## src/rtl/mac_feeder.sv

```systemverilog
// Matrix-product operand feeder: walks A/B memories in (i,j,k) order, feeds a
// pipelined MAC and collects one result per dot product in row-major order.
module mac_feeder #(
  parameter int DATA_W  = 16,
  parameter int K_MAX   = 4,
  parameter int M_MAX   = 4,
  parameter int N_MAX   = 4,
  parameter int MAC_LAT = 2,
  localparam int ACC_W  = 2*DATA_W + $clog2(K_MAX) + 1,
  localparam int AW_A   = $clog2(M_MAX*K_MAX),
  localparam int AW_B   = $clog2(K_MAX*N_MAX),
  localparam int MDW    = $clog2(M_MAX) + 1,
  localparam int NDW    = $clog2(N_MAX) + 1,
  localparam int KDW    = $clog2(K_MAX) + 1,
  localparam int RW     = $clog2(M_MAX),
  localparam int CW     = $clog2(N_MAX)
) (
  input  logic                    clk,
  input  logic                    rst,
  input  logic                    start,
  input  logic [MDW-1:0]          m_dim,
  input  logic [NDW-1:0]          n_dim,
  input  logic [KDW-1:0]          k_dim,
  output logic                    busy,
  output logic                    done,
  output logic                    err,
  output logic                    a_en,
  output logic [AW_A-1:0]         a_addr,
  input  logic [DATA_W-1:0]       a_rdata,
  output logic                    b_en,
  output logic [AW_B-1:0]         b_addr,
  input  logic [DATA_W-1:0]       b_rdata,
  output logic [DATA_W-1:0]       mac_a,
  output logic [DATA_W-1:0]       mac_b,
  output logic                    mac_clear,
  input  logic signed [ACC_W-1:0] mac_acc,
  output logic                    res_valid,
  output logic [RW-1:0]           res_row,
  output logic [CW-1:0]           res_col,
  output logic [ACC_W-1:0]        res_data
);

  typedef enum logic [1:0] {IDLE, FETCH, DRAIN} state_t;

  // Stage s of the tag pipe describes the pair addressed s cycles ago.
  localparam int D = 2 + MAC_LAT;

  typedef struct packed {
    logic          vld;
    logic          clr;
    logic          last;
    logic          fin;
    logic [RW-1:0] row;
    logic [CW-1:0] col;
  } tag_t;

  state_t         state;
  logic [MDW-1:0] i_cnt, m_lat;
  logic [NDW-1:0] j_cnt, n_lat;
  logic [KDW-1:0] k_cnt, k_lat;
  logic           fetch, i_end, j_end, k_end, dims_ok;
  tag_t           tag0;
  tag_t           tag_pipe [1:D];

  assign fetch = (state == FETCH);
  assign busy  = (state != IDLE);
  assign a_en  = fetch;
  assign b_en  = fetch;
  assign i_end = (i_cnt == m_lat - MDW'(1));
  assign j_end = (j_cnt == n_lat - NDW'(1));
  assign k_end = (k_cnt == k_lat - KDW'(1));

  assign dims_ok = (m_dim != '0) && (m_dim <= MDW'(M_MAX)) &&
                   (n_dim != '0) && (n_dim <= NDW'(N_MAX)) &&
                   (k_dim != '0) && (k_dim <= KDW'(K_MAX));

  assign a_addr = fetch ? AW_A'(int'(i_cnt)*K_MAX + int'(k_cnt)) : '0;
  assign b_addr = fetch ? AW_B'(int'(k_cnt)*N_MAX + int'(j_cnt)) : '0;

  always_comb begin
    tag0      = '0;
    tag0.vld  = fetch;
    tag0.clr  = (k_cnt == '0);
    tag0.last = k_end;
    tag0.fin  = i_end && j_end && k_end;
    tag0.row  = RW'(i_cnt);
    tag0.col  = CW'(j_cnt);
  end

  always_ff @(posedge clk or posedge rst) begin
    if (rst) begin
      state <= IDLE;
      err   <= 1'b0;
      i_cnt <= '0; j_cnt <= '0; k_cnt <= '0;
      m_lat <= '0; n_lat <= '0; k_lat <= '0;
    end else begin
      err <= 1'b0;
      case (state)
        IDLE: if (start) begin
          if (dims_ok) begin
            m_lat <= m_dim; n_lat <= n_dim; k_lat <= k_dim;
            i_cnt <= '0; j_cnt <= '0; k_cnt <= '0;
            state <= FETCH;
          end else begin
            err <= 1'b1;
          end
        end
        FETCH: begin
          if (k_end) begin
            k_cnt <= '0;
            if (j_end) begin
              j_cnt <= '0;
              i_cnt <= i_end ? '0 : i_cnt + MDW'(1);
              if (i_end) state <= DRAIN;
            end else begin
              j_cnt <= j_cnt + NDW'(1);
            end
          end else begin
            k_cnt <= k_cnt + KDW'(1);
          end
        end
        DRAIN: if (done) state <= IDLE;
        default: state <= IDLE;
      endcase
    end
  end

  // Operands land one cycle after the read, result captured MAC_LAT later.
  always_ff @(posedge clk or posedge rst) begin
    if (rst) begin
      for (int s = 1; s <= D; s++) tag_pipe[s] <= '0;
      mac_a     <= '0;
      mac_b     <= '0;
      mac_clear <= 1'b0;
      res_valid <= 1'b0;
      done      <= 1'b0;
      res_row   <= '0;
      res_col   <= '0;
      res_data  <= '0;
    end else begin
      tag_pipe[1] <= tag0;
      for (int s = 2; s <= D; s++) tag_pipe[s] <= tag_pipe[s-1];
      mac_a     <= tag_pipe[1].vld ? a_rdata : '0;
      mac_b     <= tag_pipe[1].vld ? b_rdata : '0;
      mac_clear <= tag_pipe[1].vld && tag_pipe[1].clr;
      res_valid <= tag_pipe[D].vld && tag_pipe[D].last;
      done      <= tag_pipe[D].vld && tag_pipe[D].fin;
      if (tag_pipe[D].vld && tag_pipe[D].last) begin
        res_data <= mac_acc;
        res_row  <= tag_pipe[D].row;
        res_col  <= tag_pipe[D].col;
      end
    end
  end

endmodule
```

## config.mk

```make
export PLATFORM = sky130hd
export DESIGN_NAME = mac_feeder
export DESIGN_NICKNAME = d
export VERILOG_FILES = /design/src/rtl/mac_feeder.sv
export SDC_FILE = /design/constraint.sdc
export NUM_CORES = 1
export LEC_CHECK = 0
export ABC_AREA = 1
export CAP_MARGIN = 30
export CORE_AREA = 2 2 122 124
export CTS_CLUSTER_DIAMETER = 200
export CTS_CLUSTER_SIZE = 14
export DETAILED_ROUTE_END_ITERATION = 10
export DIE_AREA = 0 0 124 126
export SLEW_MARGIN = 20
export SYNTH_ARGS = -nofsm -noshare
export SYNTH_HDL_FRONTEND = slang
export SYNTH_SLANG_ARGS = --single-unit
```

## constraint.sdc

```tcl
create_clock -name clk -period 8.7 [get_ports clk]
set_input_delay 2.61 -clock clk [delete_from_list [all_inputs] [get_ports clk]]
set_output_delay 2.61 -clock clk [all_outputs]
set_load 0.02 [all_outputs]
```

# == After elaboration in Yosys (flattened, before gate mapping) ==
# Cells that the tools add are included.
# op_classes
reduce_logical,22
n_mux,25
magnitude_cmp,3
n_addsub,8
eq_ne,11
# op_table
op,n
16-bit 2-to-1 mux,2
3-bit 2-to-1 mux,8
3-bit one-hot mux with 2 select lines,3
2-bit 2-to-1 mux,6
1-bit logical AND,10
3-bit by 1-bit adder with 3-bit output (second input constant),3
3-bit equality test,3
3-bit less-or-equal comparator (second input constant),3
3-bit nonzero test,3
3-bit by 1-bit subtractor with 3-bit output (second input constant),3
4-bit by 3-bit adder with 4-bit output,2
4-bit 2-to-1 mux,2
2-bit by 1-bit != test with 1-bit output (second input constant),3
2-bit != test (second input constant),3
2-bit one-hot mux with 3 select lines,1
3-bit AND reduction,2
6-bit AND reduction,1
5-bit AND reduction,1
4-bit AND reduction,1
2-bit nonzero test,2
3-bit zero test,1
1-bit 2-to-1 mux,3
2-bit by 1-bit equality test with 1-bit output (second input constant),1
2-bit equality test (second input constant),1
2-bit zero test,1
# word_totals
in_bits,79
ff_bits,124
wordCells,106

# == Logic depth before layout (Yosys ltp) ==
# depth
depth_word,9
depth_mapped,12

# == Worst setup path before layout ==
# OpenSTA, ideal clock, no wires.
# synth_path
path_type,register -> output
start,reg state[1]
end,out a_addr[3]
slack_ps,4835
n_path_buf,1
arrival_time_ps,1255
stages_incl_launch_ff,5
required_time_ps,6090
cell_sequence,dfrtp_1 -> nor2_2 -> buf_4 -> o21ai_0 -> a21oi_1
# synth_between
elab_chain_len,2
# synth_lines
item,line_no,source
from (decl),57,state_t state;
from (signal assigned),92,state <= IDLE;
from (signal assigned),103,state <= FETCH;
from (signal assigned),114,if (i_end) state <= DRAIN;
2-bit by 1-bit equality test with 1-bit output,65,assign fetch = (state == FETCH);
via a_en,27,"output logic a_en,"
4-bit 2-to-1 mux,77,assign a_addr = fetch ? AW_A'(int'(i_cnt)*K_MAX + int'(k_cnt)) : '0;
to (decl),28,"output logic [AW_A-1:0] a_addr,"
# The timed path passes the listed nets, and every way through them passes these cells.

# == Worst setup path in the final report ==
# layout_path
start,reg state[1]
end,out a_addr[2]
# layout_between
elab_chain_len,2
# layout_lines
item,line_no
2-bit by 1-bit equality test with 1-bit output,65
4-bit 2-to-1 mux,77
# Every way passes these cells.

==> flow_metrics.tcl <==
set metrics [dict create \
    synth_compound_area_share_pct 3.13 \
    synth_nets 611 \
    wl_um 10800 \
    area_growth_pct 48.8 \
    wl_per_cell_um 12.2 \
    grt-ovfl-total 0 \
    total_power_mw 2.70 \
    layout_common_cells "nand2_1, clkdlybuf4s50_1, dfrtp_1" \
    ys_ff_latch 124 \
    peakVddDrop_mv 0.181 \
    crit_path_end "a_addr[2]" \
    synth-xor-area-share_pct 0.717 \
    end_kind "primary output" \
    die-area_um2 15600 \
    diodes 0 \
    clockBufferDepth 2 \
    postCtsSetupRepairBufs 0 \
    crit_type "reg -> out" \
    cts_sinks 124 \
    drive_gt1_share_pct 8.10 \
    placed_area_um2 6710 \
    p_int_mw 1.70 \
    netlist_instances 523 \
    num-fill-cells 1327 \
    start_util_pct 34.1 \
    coreArea_um2 14300 \
    die_w_um 124 \
    slew_viol_final 0 \
    ctsResizeCount 0 \
    hold_violations 0 \
    ios 165 \
    dp_hpwl_um 7690 \
    synth_seq_area_share_pct 63.5 \
    start_kind "flop" \
    muxShareOfSynthArea_pct 0 \
    period_share_pct 57.8 \
    grt_pass1_vias 3590 \
    fmax_mhz 199 \
    cts_hold_buf 0 \
    grt_max_degree 81 \
    vias_per_cell 4.24 \
    num_rows 44 \
    p_seq_share_pct 34.1 \
    critPathMaxFanout 13 \
    first_pass_iters 5 \
    final.setup.tns_ps 0 \
    hold_class "reg -> reg" \
    vias 3764 \
    clkPwrFrac_pct 23.5 \
    synth_area_um2 4880 \
    numCtsBuffers 17 \
    clock_latency_ps 400 \
    synth_top_family_by_area "simple AND/OR/NAND/NOR gates" \
    cp-startpoint "state[1]" \
    r2r-end "res_data[4]" \
    cts_root_buffer "clkbuf_16" \
    synth-simple-area-share_pct 22.7 \
    layout_min_cycle_time_ps 5030 \
    combinationalPowerShare_pct 42.3 \
    netSwitchingFraction_pct 37.0 \
    cts.clk_slew.worst_paths_ps 50 \
    io_buffers 164 \
    drt_iter0_drc 186 \
    reg2reg_slack_ps 6820 \
    postLayoutCellArea_um2 7270 \
    fin_nets 780 \
    powerDensity_nw_per_um2 372 \
    cp.arrival_ps 2420 \
    relSlewSlack_pct 48.7 \
    antenna_found_initial 0 \
    yosys.area_share.adder_pct 2.31 \
    drc 0 \
    cap_viol_max_count 0 \
    htree_num_levels 4 \
    grt_usage_pct 14.2 \
    routabilityCongestion 0.774 \
    yosysWarnings 0 \
    worstMarginPinSlew_ps 767 \
    cp.required_ps 6090 \
    grt_pass1_wl_um 17200 \
    status "complete, no violations" \
    rsz0062_at_grt "no" \
    cts_tree "done" \
    rr_worst_depth 4 \
    rr_startpoint "tag_pipe[7]" \
    setup_violations 0 \
    skew_ps 4.92 \
    layout_commonest_cell "nand2_1" \
    avgSynthCellArea_um2 9.34 \
    final_antenna_net_count 0 \
    die_height_um 126 \
    p_leak_nw 3.77 \
    p_sw_mw 1.00 \
    synth.distinct_cells 27 \
]
-- synth_stat cells --
cell        n  area, um^2
nand2_1   223         837
dfrtp_1   124        3100
inv_1      73         274
nand3_1    18        90.1
nor2_1     18        67.6
clkbuf_1   10        37.5
ha_1        9         113
o21ai_2     7        61.3
a21oi_1     5        25.0
o21ai_0     5        25.0
inv_2       4        15.0
xnor2_1     4        35.0
nand2_2     3        18.8
nor2_4      3        33.8
buf_4       2        15.0
buf_6       2        22.5
nand2_4     2        22.5
o21ai_1     2        10.0
a21oi_2     1        8.76
buf_1       1        3.75
buf_2       1        5.00
nand3_4     1        17.5
nand3b_1    1        7.51
nand4_1     1        6.26
nor2_2      1        6.26
o21ai_4     1        16.3
o22ai_1     1        6.26
-- metal layers --
metal  wire, um  track usage [%]
met1       4710             17.7
met2       5040             22.8
met3        913             5.25
met4        135             4.56
met5          0                0
-- worst min-delay path by stage --
stage / from / end / slack (ps) / cells after the start
after floorplan: tag_pipe[8] / tag_pipe[0] / 330 / 0
after global placement: tag_pipe[23] / tag_pipe[15] / 330 / 0
after detailed placement: tag_pipe[19] / tag_pipe[11] / 330 / 0
after CTS: tag_pipe[19] / tag_pipe[11] / 340 / 0
after global routing: tag_pipe[29] / tag_pipe[21] / 350 / 0
final: tag_pipe[19] / tag_pipe[11] / 340 / 0
-- final cells by class --
class                      count  area [um^2]  area share [%]
timing repair buffer         166         1680            23.1
tap                          184          230            3.17
sequential                   124         3100            42.7
clock inverter                 6         35.0           0.482
clock buffer                  25          515            7.09
multi-input combinational    306         1410            19.4
inverter                      77          292            4.01
-- flip-flops by register name (all words and copies together) (netlist names), 3 cells and up --
name and count:
res_data 35, k_lat 3, mac_b 16, j_cnt 3
mac_a 16, i_cnt 3, m_lat 3, tag_pipe 29
n_lat 3, k_cnt 3
-- power by group through the flow --
stage          Sequential, mW  Clock (mW)  Combinational [mW]
2_1_floorplan            1.07           0               0.529
3_5_place_dp            0.933           0                1.15
5_1_grt                 0.951       0.684                1.27
3_3_place_gp            0.935           0                1.11
6_report                0.922       0.636                1.14
4_1_cts                 0.924       0.656                1.16
-- cells by family after synthesis --
logic type                 count (synthesis)
buffers and inverters                     93
adders and majority gates                  9
AOI/OAI and AO/OA                         22
xor gates and xnor gates                   4
DFF                                      124
and+or+nand+nor                          271
-- through the flow --
step                utilization [%]  worst slack, ps  hold slack, ps  std cells
floorplan                         -             2790             331        523
global placement               46.7             4200             332        856
detailed placement             46.9             4130             335        857
CTS                            50.7             3650             343        888
global route                   50.8             3510             349        888
finish                         50.8             3670             341        888
-- critical path: stages (launching register included) --
cell             delay, ps
dfrtp_1                430
nor2_2                 540
inv_1                  260
nor2_1                 160
clkdlybuf4s50_1        620
(Power assumes the default switching activity.)
